==> config.mk <==
export PLATFORM = sky130hd
export DESIGN_NAME = altmemddr_ex_lfsr_pgc
export DESIGN_NICKNAME = d
export VERILOG_FILES = /design/src/rtl/altmemddr_ex_lfsr_pgc.sv
export SDC_FILE = /design/constraint.sdc
export NUM_CORES = 1
export LEC_CHECK = 0
export ABC_AREA = 1
export CAP_MARGIN = 20
export CELL_PAD_IN_SITES_DETAIL_PLACEMENT = 2
export CELL_PAD_IN_SITES_GLOBAL_PLACEMENT = 2
export CORE_MARGIN = 2
export CORE_UTILIZATION = 15
export DETAILED_ROUTE_END_ITERATION = 8
export GPL_ROUTABILITY_DRIVEN = 1
export PLACE_DENSITY_LB_ADDON = 0.12
export SLEW_MARGIN = 20
export SYNTH_ARGS = -nofsm -noshare
export SYNTH_HDL_FRONTEND = slang
export SYNTH_SLANG_ARGS = --single-unit
==> constraint.sdc <==
create_clock -name clk -period 0.9 [get_ports clk]
set_input_delay 0.225 -clock clk [delete_from_list [all_inputs] [get_ports clk]]
set_output_delay 0.225 -clock clk [all_outputs]
set_load 0.01 [all_outputs]
==> src/rtl/altmemddr_ex_lfsr_pgc.sv <==
// Galois LFSR pattern generator with an optional self-seeding, flywheel pattern checker.
// The checker is compiled in only when ALTMEMDDR_EX_LFSR_PGC_CHECKER_EN is defined.
module altmemddr_ex_lfsr_pgc #(
  parameter int unsigned      WIDTH    = 8,
  parameter logic [WIDTH-1:0] POLY     = WIDTH'(8'h1D),
  parameter logic [WIDTH-1:0] SEED     = WIDTH'(32),
  parameter int unsigned      LOCK_CNT = 4,
  parameter int unsigned      LOSS_CNT = 4,
  parameter int unsigned      ERR_W    = 16
) (
  input  logic             clk,
  input  logic             reset,
  input  logic             enable,
  input  logic             pause,
  input  logic             load,
  input  logic [WIDTH-1:0] ldata,
  output logic [WIDTH-1:0] data,
  input  logic             chk_valid,
  input  logic [WIDTH-1:0] chk_data,
  input  logic             clr_err,
  output logic             chk_locked,
  output logic             chk_err,
  output logic [ERR_W-1:0] err_count
);

  function automatic logic [WIDTH-1:0] lfsr_next(input logic [WIDTH-1:0] s);
    lfsr_next = {s[WIDTH-2:0], 1'b0} ^ (s[WIDTH-1] ? POLY : '0);
  endfunction

  logic [WIDTH-1:0] data_q, data_d;

  // Generator: enable dominates, then load (zero guarded against lock-up), then step unless paused.
  always_comb begin
    data_d = data_q;
    if (!enable)     data_d = SEED;
    else if (load)   data_d = (ldata == '0) ? SEED : ldata;
    else if (!pause) data_d = lfsr_next(data_q);
  end

  always_ff @(posedge clk) begin
    if (reset) data_q <= SEED;
    else       data_q <= data_d;
  end

  assign data = data_q;

`ifdef ALTMEMDDR_EX_LFSR_PGC_CHECKER_EN

  typedef enum logic {ST_UNLOCKED = 1'b0, ST_LOCKED = 1'b1} state_t;

  localparam logic [3:0] LOCK_N = 4'(LOCK_CNT);
  localparam logic [3:0] LOSS_N = 4'(LOSS_CNT);

  state_t           state_q, state_d;
  logic [WIDTH-1:0] exp_q, exp_d, exp_nxt;
  logic [3:0]       match_q, match_d;
  logic [3:0]       miss_q, miss_d;
  logic             locked_q;
  logic             chk_err_q, chk_err_d;
  logic [ERR_W-1:0] err_cnt_q, err_cnt_d;
  logic             err_inc;
  logic             hit;

  assign exp_nxt = lfsr_next(exp_q);
  assign hit     = (chk_data == exp_nxt);

  // Unlocked: reseed from every beat and count consecutive predictions; locked: flywheel on exp.
  always_comb begin
    state_d   = state_q;
    exp_d     = exp_q;
    match_d   = match_q;
    miss_d    = miss_q;
    chk_err_d = 1'b0;
    err_cnt_d = err_cnt_q;
    err_inc   = 1'b0;
    if (!enable) begin
      state_d = ST_UNLOCKED;
      exp_d   = SEED;
      match_d = '0;
      miss_d  = '0;
    end else if (chk_valid) begin
      case (state_q)
        ST_UNLOCKED: begin
          exp_d = chk_data;
          if (hit) begin
            match_d = match_q + 4'd1;
            if ((match_q + 4'd1) == LOCK_N) begin
              state_d = ST_LOCKED;
              miss_d  = '0;
            end
          end else begin
            match_d = '0;
          end
        end
        ST_LOCKED: begin
          exp_d = exp_nxt;
          if (hit) begin
            miss_d = '0;
          end else begin
            chk_err_d = 1'b1;
            err_inc   = 1'b1;
            miss_d    = miss_q + 4'd1;
            if ((miss_q + 4'd1) == LOSS_N) begin
              state_d = ST_UNLOCKED;
              exp_d   = chk_data;
              match_d = '0;
              miss_d  = '0;
            end
          end
        end
        default: state_d = ST_UNLOCKED;
      endcase
    end
    if (clr_err)                         err_cnt_d = '0;
    else if (err_inc && err_cnt_q != '1) err_cnt_d = err_cnt_q + ERR_W'(1);
  end

  always_ff @(posedge clk) begin
    if (reset) begin
      state_q   <= ST_UNLOCKED;
      exp_q     <= SEED;
      match_q   <= '0;
      miss_q    <= '0;
      locked_q  <= 1'b0;
      chk_err_q <= 1'b0;
      err_cnt_q <= '0;
    end else begin
      state_q   <= state_d;
      exp_q     <= exp_d;
      match_q   <= match_d;
      miss_q    <= miss_d;
      locked_q  <= (state_d == ST_LOCKED);
      chk_err_q <= chk_err_d;
      err_cnt_q <= err_cnt_d;
    end
  end

  assign chk_locked = locked_q;
  assign chk_err    = chk_err_q;
  assign err_count  = err_cnt_q;

`else

  // Checker absent: outputs tie off, checker inputs and parameters are deliberately ignored.
  logic unused_chk;
  assign unused_chk = ^{chk_valid, chk_data, clr_err, 4'(LOCK_CNT), 4'(LOSS_CNT)};

  assign chk_locked = 1'b0;
  assign chk_err    = 1'b0;
  assign err_count  = '0;

`endif

endmodule

==> Yosys cells after proc, flatten, opt, wreduce, memory -nomap -nowiden <==
Index checks and enable logic that the tools add are counted.
{ "word_totals": {"output_inout_bits": 26, "register_bits": 8, "inputBits": 23, "wordCells": 10} }
{ "op_classes": {"n_eq_ne": 1, "n_reduce_logical": 2, "n_bitwise": 2, "muxes": 4} }
{ "op_table": {"columns": ["cell", "count"], "rows": [
  ["2-to-1 mux 8 bit", 3],
  ["logical NOT 8 bit", 1],
  ["XOR 8 x 5 -> 8 bit", 1],
  ["2-to-1 mux 5 bit", 1],
  ["!= test 2 x 1 -> 1 bit, second input constant", 1],
  ["OR reduction 2 bit", 1],
  ["NOT 1 bit", 1]
]} }

==> Longest topological paths before layout <==
Gate-level depths: netlist of run 1.
{ "logic_depth": {"depth_word": 4, "ltp_mapped": 6} }

==> Worst setup path before layout of run 1 <==
No wires, ideal clock.
{ "synth_path": {"kind": "register to register", "start": "register data_q[7], in the netlist data[7]", "end": "register data_q[4], in the netlist data[4]", "stages_incl_launch_ff": 5, "t_arrival_ps": 844, "t_required_ps": 830, "path_buffers": 1, "setup_slack_ps": -14, "cell_sequence": "dfxtp_1 buf_2 xor2_1 nand2_1 a21oi_1"} }
{ "synth_between": {"elab_chain_len": 4} }
{ "synth_lines": {"columns": ["element", "line", "rtl"], "rows": [
  ["start, declared", "30", "logic [WIDTH-1:0] data_q, data_d;"],
  ["start signal, assigned", "42", "else data_q <= data_d;"],
  ["2-to-1 mux 5 bit", "27", "lfsr_next = {s[WIDTH-2:0], 1'b0} ^ (s[WIDTH-1] ? POLY : '0);"],
  ["XOR 8 x 5 -> 8 bit", "27", null],
  ["2-to-1 mux 8 bit", "37", "else if (!pause) data_d = lfsr_next(data_q);"],
  ["2-to-1 mux 8 bit", "36", "else if (load) data_d = (ldata == '0) ? SEED : ldata;"]
]} }
Every way passes these cells. The select of a mux whose other input is x is not followed.
A chain may end at the register's enable or synchronous reset.

==> Worst setup path after layout of run 1 <==
{ "layout_path": {"start": "register data_q[0], in the netlist data[0]", "end": "output data[0]"} }
{ "layout_lines": {"columns": ["element", "line", "rtl"], "rows": [
  ["end, declared", "17", "output logic [WIDTH-1:0] data,"]
]} }
No word-level cell between the ends.

==> flow_metrics.py, run 1 <==
metrics = {
    "timing": {
        "drv_slew": 0,
        "final.period_utilization_pct": 98.78,
        "setup_tns_ns": 0,
        "finalSetupViolations": 0,
        "fin_skew_ns": 0.002976,
        "worst_slack_ns": 0.01099,
        "post-route-min-period_ns": 0.8890,
        "hold_violations": 0,
        "timing.fmax_mhz": 1125,
        "rsz0062_at_grt": "true",
    },
    "cts": {
        "cts_buffers": 3,
        "cts_tree": "yes",
        "cts_root_buf": "clkbuf_8",
        "clkLatencyLatePin_ns": 0.23,
        "cts_buffer_depth": 2,
        "htreeDepth": 1,
        "clock_sinks": 8,
        "clkTransAtPathRegs_ns": 0.05,
    },
    "pwr": {
        "power_frac_clock_pct": 41.0,
        "vdd_ir_drop_max_mv": 0.2941,
        "p_per_area_nw_per_um2": 1129,
        "leakagePower_nw": 0.5373,
        "power.share.sequential_pct": 34.7,
        "p_total_mw": 1.097,
        "switching_share_pct": 28.78,
        "combPwrFrac_pct": 24.2,
        "p_switching_mw": 0.3158,
        "p_int_mw": 0.7816,
    },
    "setup_path": {
        "cp_top_family": "flip-flops",
        "max_stage_delay_ns": 0.32,
        "slowest_stage": "dfxtp_2",
        "worstSetupStartpointType": "register",
        "crit_fanout": 2,
        "reg2reg_slack_ns": 0.04,
        "critical_path.cell_chain": "buf_6",
        "path_class": "register to output pin",
        "end_kind": "output pin",
        "worst-path-buf-inv": 1,
        "crit_required_ns": 0.67,
        "rr_worst_depth": 4,
        "crit_cells": 1,
        "crit_arrival_ns": 0.66,
    },
    "drt": {
        "ant_nets": 0,
        "vias_per_cell": 3.432,
        "drt-initial-drc-count": 5,
        "firstDrtPassIters": 4,
        "wl_per_cell_um": 10.25,
        "drt_wl_total_mm": 1.804,
        "num_vias": 604,
        "post-route-drc-count": 0,
    },
    "synthesis": {
        "netlist_instances": 95,
        "ys_seq_area_share_pct": 25.25,
        "synth-warning-count": 0,
        "synth_top_family_by_area": "buffers and inverters",
        "yosys.cell_types.count": 18,
        "synth_compound_area_share_pct": 5.917,
        "syn_avg_cell_area_um2": 6.677,
        "synth.area.top_cells": "dfxtp_1 25%, buf_4 21%, nand2_1 19%, nor2_8 6.3%, inv_1 5.9%",
        "syn_area_um2": 634.4,
        "synthXorXnorAreaFrac_pct": 4.142,
        "yosys.area_share.simple_pct": 31.95,
        "yosys.area.top_type_share_pct": 25.25,
        "synthMuxAreaShare_pct": 0,
        "ys_seq_elements": 8,
        "synth_largest_area_cell": "dfxtp_1",
        "synthAdderAreaFrac_pct": 0,
    },
    "place": {
        "place_area_um2": 892.1,
        "preCtsSetupSlack_ns": -0.5205,
        "place_inst": 173,
        "gp_congestion": 0.7157,
        "place_hpwl_mm": 1.515,
        "port_buffers": 20,
    },
    "cells_and_area": {
        "syn_to_final_growth_pct": 53.25,
        "drive_gt1_share_pct": 38.10,
        "fin_nets": 151,
        "layout.cells.non_filler": 176,
        "final_cell_mix": "31 x nand2_1, 18 x conb_1, 10 x buf_6",
        "layout_commonest_cell": "nand2_1",
        "largest_register_ff_count": 8,
        "antenna_cells": 0,
        "stdcell_area_um2": 972.2,
        "n_fill_cell": 499,
    },
    "floorplanning": {
        "die_y_um": 69.03,
        "fp.coreArea_um2": 4029,
        "io_pins": 49,
        "dieArea_um2": 4765,
        "rows": 23,
        "die_w_um": 69.03,
        "start_util_pct": 15.75,
    },
    "min_path": {
        "hold_depth": 5,
        "hold_path_class": "input port to register",
    },
    "outcome": {
        "outcome": "finished, final reports clean",
    },
    "global_route": {
        "grt_remaining_overflow": 0,
        "grt_pass1_wl_mm": 3.063,
        "grt_usage_pct": 8.121,
        "antenna_found_initial": 0,
        "grt_max_degree": 9,
        "grt_pass1_vias": 670,
    },
    "flow_run": {
        "maxCapViolCount": 0,
    },
}
final timing paths:
kind,from,end
max reg2reg,data[7],data[4]
min reg2reg,data[5],data[5]
max,data[0],data[0]
min,ldata[0],data[0]
Yosys cell counts (all sizes together):
cell type  instances
a21oi              3
buf               20
conb               1
dfxtp              8
inv               14
nand2             33
nand3              3
nor2               7
o211ai             1
o21ai              2
xor2               3
cell type report:
type / count / area (um^2) / share of cell area, %
multi-input combinational: 70 / 351.6 / 36.16
timing repair buffer: 31 / 294.0 / 30.24
sequential: 8 / 170.2 / 17.50
tap: 50 / 62.56 / 6.435
inverter: 14 / 52.55 / 5.405
clock buffer: 3 / 41.29 / 4.247
worst min-delay path, cell delays in order:
cell	delay [ns]
dlymetal6s2s_1	0.13
inv_2	0.07
o211ai_2	0.08
nand2_1	0.05
inv_1	0.03
what timing repair did:
item / in CTS / in global routing
hold buffers: 0 / 0
pin swaps: 9 / 10
buffers inserted: 0 / 0
gates resized for setup: 63 / 9
setup endpoints to repair: 16 / 11
per-layer routing:
| metal | global-route usage [%] | vias up | part of all wire (%) |
|---|---|---|---|
| li1 | - | 304 | - |
| met1 | 9.549 | 277 | 42 |
| met2 | 13.03 | 21 | 50 |
| met3 | 2.485 | 2 | 6.3 |
| met4 | 4.575 | 0 | 1.3 |
| met5 | 0 | - | 0 |
cell families (layout without fill, tap and decap cells):
kind of cell	Yosys count	count (layout)
XOR/XNOR	3	3
AO/OA/AOI/OAI	6	6
other	1	18
buffers and inverters	34	48
flip-flops	8	8
AND/OR/NAND/NOR	43	43
stage by stage:
step | hold WS, ns | utilization (%)
after floorplan | 0.3779 | -
after global placement | 0.6284 | 22.14
after detailed placement | 0.6419 | 22.14
after CTS | 0.4677 | 23.32
after global routing | 0.4221 | 24.13
final | 0.3895 | 24.13
power by group through the flow:
| stage | logic, mW | registers (mW) | clock network, mW |
|---|---|---|---|
| global route | 0.300 | 0.383 | 0.484 |
| CTS | 0.262 | 0.381 | 0.464 |
| floorplan | 0.186 | 0.391 | 0 |
| global placement | 0.268 | 0.382 | 0 |
| finish | 0.266 | 0.381 | 0.450 |
| detailed placement | 0.271 | 0.383 | 0 |
No activity file was read; power rests on OpenSTA's default activity.
==> run 2, diff against run 1 <==
- CORE_MARGIN: 2 -> not set
- CTS_CLUSTER_SIZE: not set -> 14
- REMOVE_ABC_BUFFERS: not set -> 1
==> run 2 against run 1 <==
  * First-iteration DRC count shrank 40%
  * Critical path depth is the same
  * Die area shrank 5.7%
  * Final cell count is the same
==> flow_metrics.py, run 2 (same netlist as run 1, synthesis figures left out) <==
metrics = {
    "cells_and_area": {
        "final_cell_mix": "30 x nand2_1, 18 x conb_1, 11 x buf_6",
        "layout_commonest_cell": "nand2_1",
        "antenna_cells": 0,
        "drive_gt1_share_pct": 38.10,
        "largest_register_ff_count": 8,
        "stdcell_area_um2": 977.2,
        "layout.cells.non_filler": 176,
        "fin_nets": 151,
        "n_fill_cell": 495,
        "final_util_pct": 24.25,
        "syn_to_final_growth_pct": 54.04,
    },
    "cts": {
        "cts_root_buf": "clkbuf_8",
        "clkTransAtPathRegs_ns": 0.04,
        "cts_setup_buffers": 0,
        "cts_buffers": 3,
        "htreeDepth": 1,
        "cts_buffer_depth": 2,
        "cts_tree": "yes",
        "clkLatencyLatePin_ns": 0.23,
        "clock_sinks": 8,
    },
    "setup_path": {
        "worst-path-buf-inv": 1,
        "crit_fanout": 2,
        "crit_arrival_ns": 0.67,
        "cp_top_family": "flip-flops",
        "end_kind": "output pin",
        "worstSetupStartpointType": "register",
        "max_stage_delay_ns": 0.34,
        "critical_path.cell_chain": "buf_6",
        "path_class": "register to output pin",
        "crit_required_ns": 0.67,
        "slowest_stage": "dfxtp_2",
    },
    "min_path": {
        "hold_path_class": "input port to register",
    },
    "drt": {
        "num_vias": 618,
        "post-route-drc-count": 0,
        "wl_per_cell_um": 10.21,
        "vias_per_cell": 3.511,
        "ant_nets": 0,
        "drt_wl_total_mm": 1.797,
        "drt-initial-drc-count": 3,
        "firstDrtPassIters": 2,
    },
    "timing": {
        "post-route-min-period_ns": 0.8910,
        "final.period_utilization_pct": 99.00,
        "worst_slack_ns": 0.009024,
        "rsz0062_at_grt": "true",
        "hold_violations": 0,
        "timing.fmax_mhz": 1122,
        "setup_tns_ns": 0,
        "finalSetupViolations": 0,
        "hold_slack_ns": 0.3614,
        "fin_skew_ns": 0.004688,
        "drv_slew": 0,
    },
    "place": {
        "place_area_um2": 892.1,
        "preCtsSetupSlack_ns": -0.5761,
        "place_inst": 173,
        "gp_congestion": 0.6880,
        "place_hpwl_mm": 1.516,
        "port_buffers": 20,
    },
    "pwr": {
        "p_per_area_nw_per_um2": 1135,
        "p_total_mw": 1.109,
        "vdd_ir_drop_max_mv": 0.8409,
        "leakagePower_nw": 0.5367,
    },
    "global_route": {
        "grt_max_degree": 9,
        "grt_pass1_wl_mm": 2.980,
        "antenna_found_initial": 0,
        "grt_usage_pct": 9.107,
        "grt_pass1_vias": 638,
        "grt_remaining_overflow": 0,
    },
    "floorplanning": {
        "die_w_um": 67.03,
        "start_util_pct": 15.75,
        "dieArea_um2": 4493,
        "io_pins": 49,
        "fp.coreArea_um2": 4029,
        "rows": 23,
        "die_y_um": 67.03,
    },
    "outcome": {
        "outcome": "finished, final reports clean",
    },
    "flow_run": {
        "maxCapViolCount": 0,
    },
}
==> run 2: what timing repair did <==
action / 4_1_cts / 5_1_grt
hold buffers: 0 / 0
pin swaps: 11 / 10
resized for setup: 68 / 6
endpoints found under the setup margin: 16 / 15
==> run 2: final timing paths <==
kind | depth (start not counted) | endpoint | startpoint | slack (ns)
hold / removal | 5 | data[6] | ldata[6] | 0.36
setup / recovery | 1 | data[7] | data[7] | 0.009
setup reg to reg | 4 | data[2] | data[7] | 0.03
hold reg to reg | 5 | data[5] | data[5] | 0.63
==> run 2: cell type report <==
class | count | area, um^2 | area share [%]
multi-input cells | 70 | 355.3 | 36.36
repair buffers | 31 | 292.8 | 29.96
flip-flops and latches | 8 | 170.2 | 17.41
well taps | 50 | 62.56 | 6.402
inverters | 14 | 55.05 | 5.634
clock buffers | 3 | 41.29 | 4.225
==> run 2: where the power goes <==
part | internal [mW] | leakage [nW] | switching [mW]
Clock | 0.292 | 0.0216 | 0.164
Sequential | 0.371 | 0.0680 | 0.00925
Combinational | 0.121 | 0.447 | 0.151
Total | 0.784 | 0.537 | 0.325
==> run 2: routing by layer <==
metal	wire length [um]	GRT usage, %	vias to the layer above
li1	-	-	307
met1	766	10.71	286
met2	918	15.38	23
met3	95	3.253	2
met4	17	2.394	0
met5	0	0	-
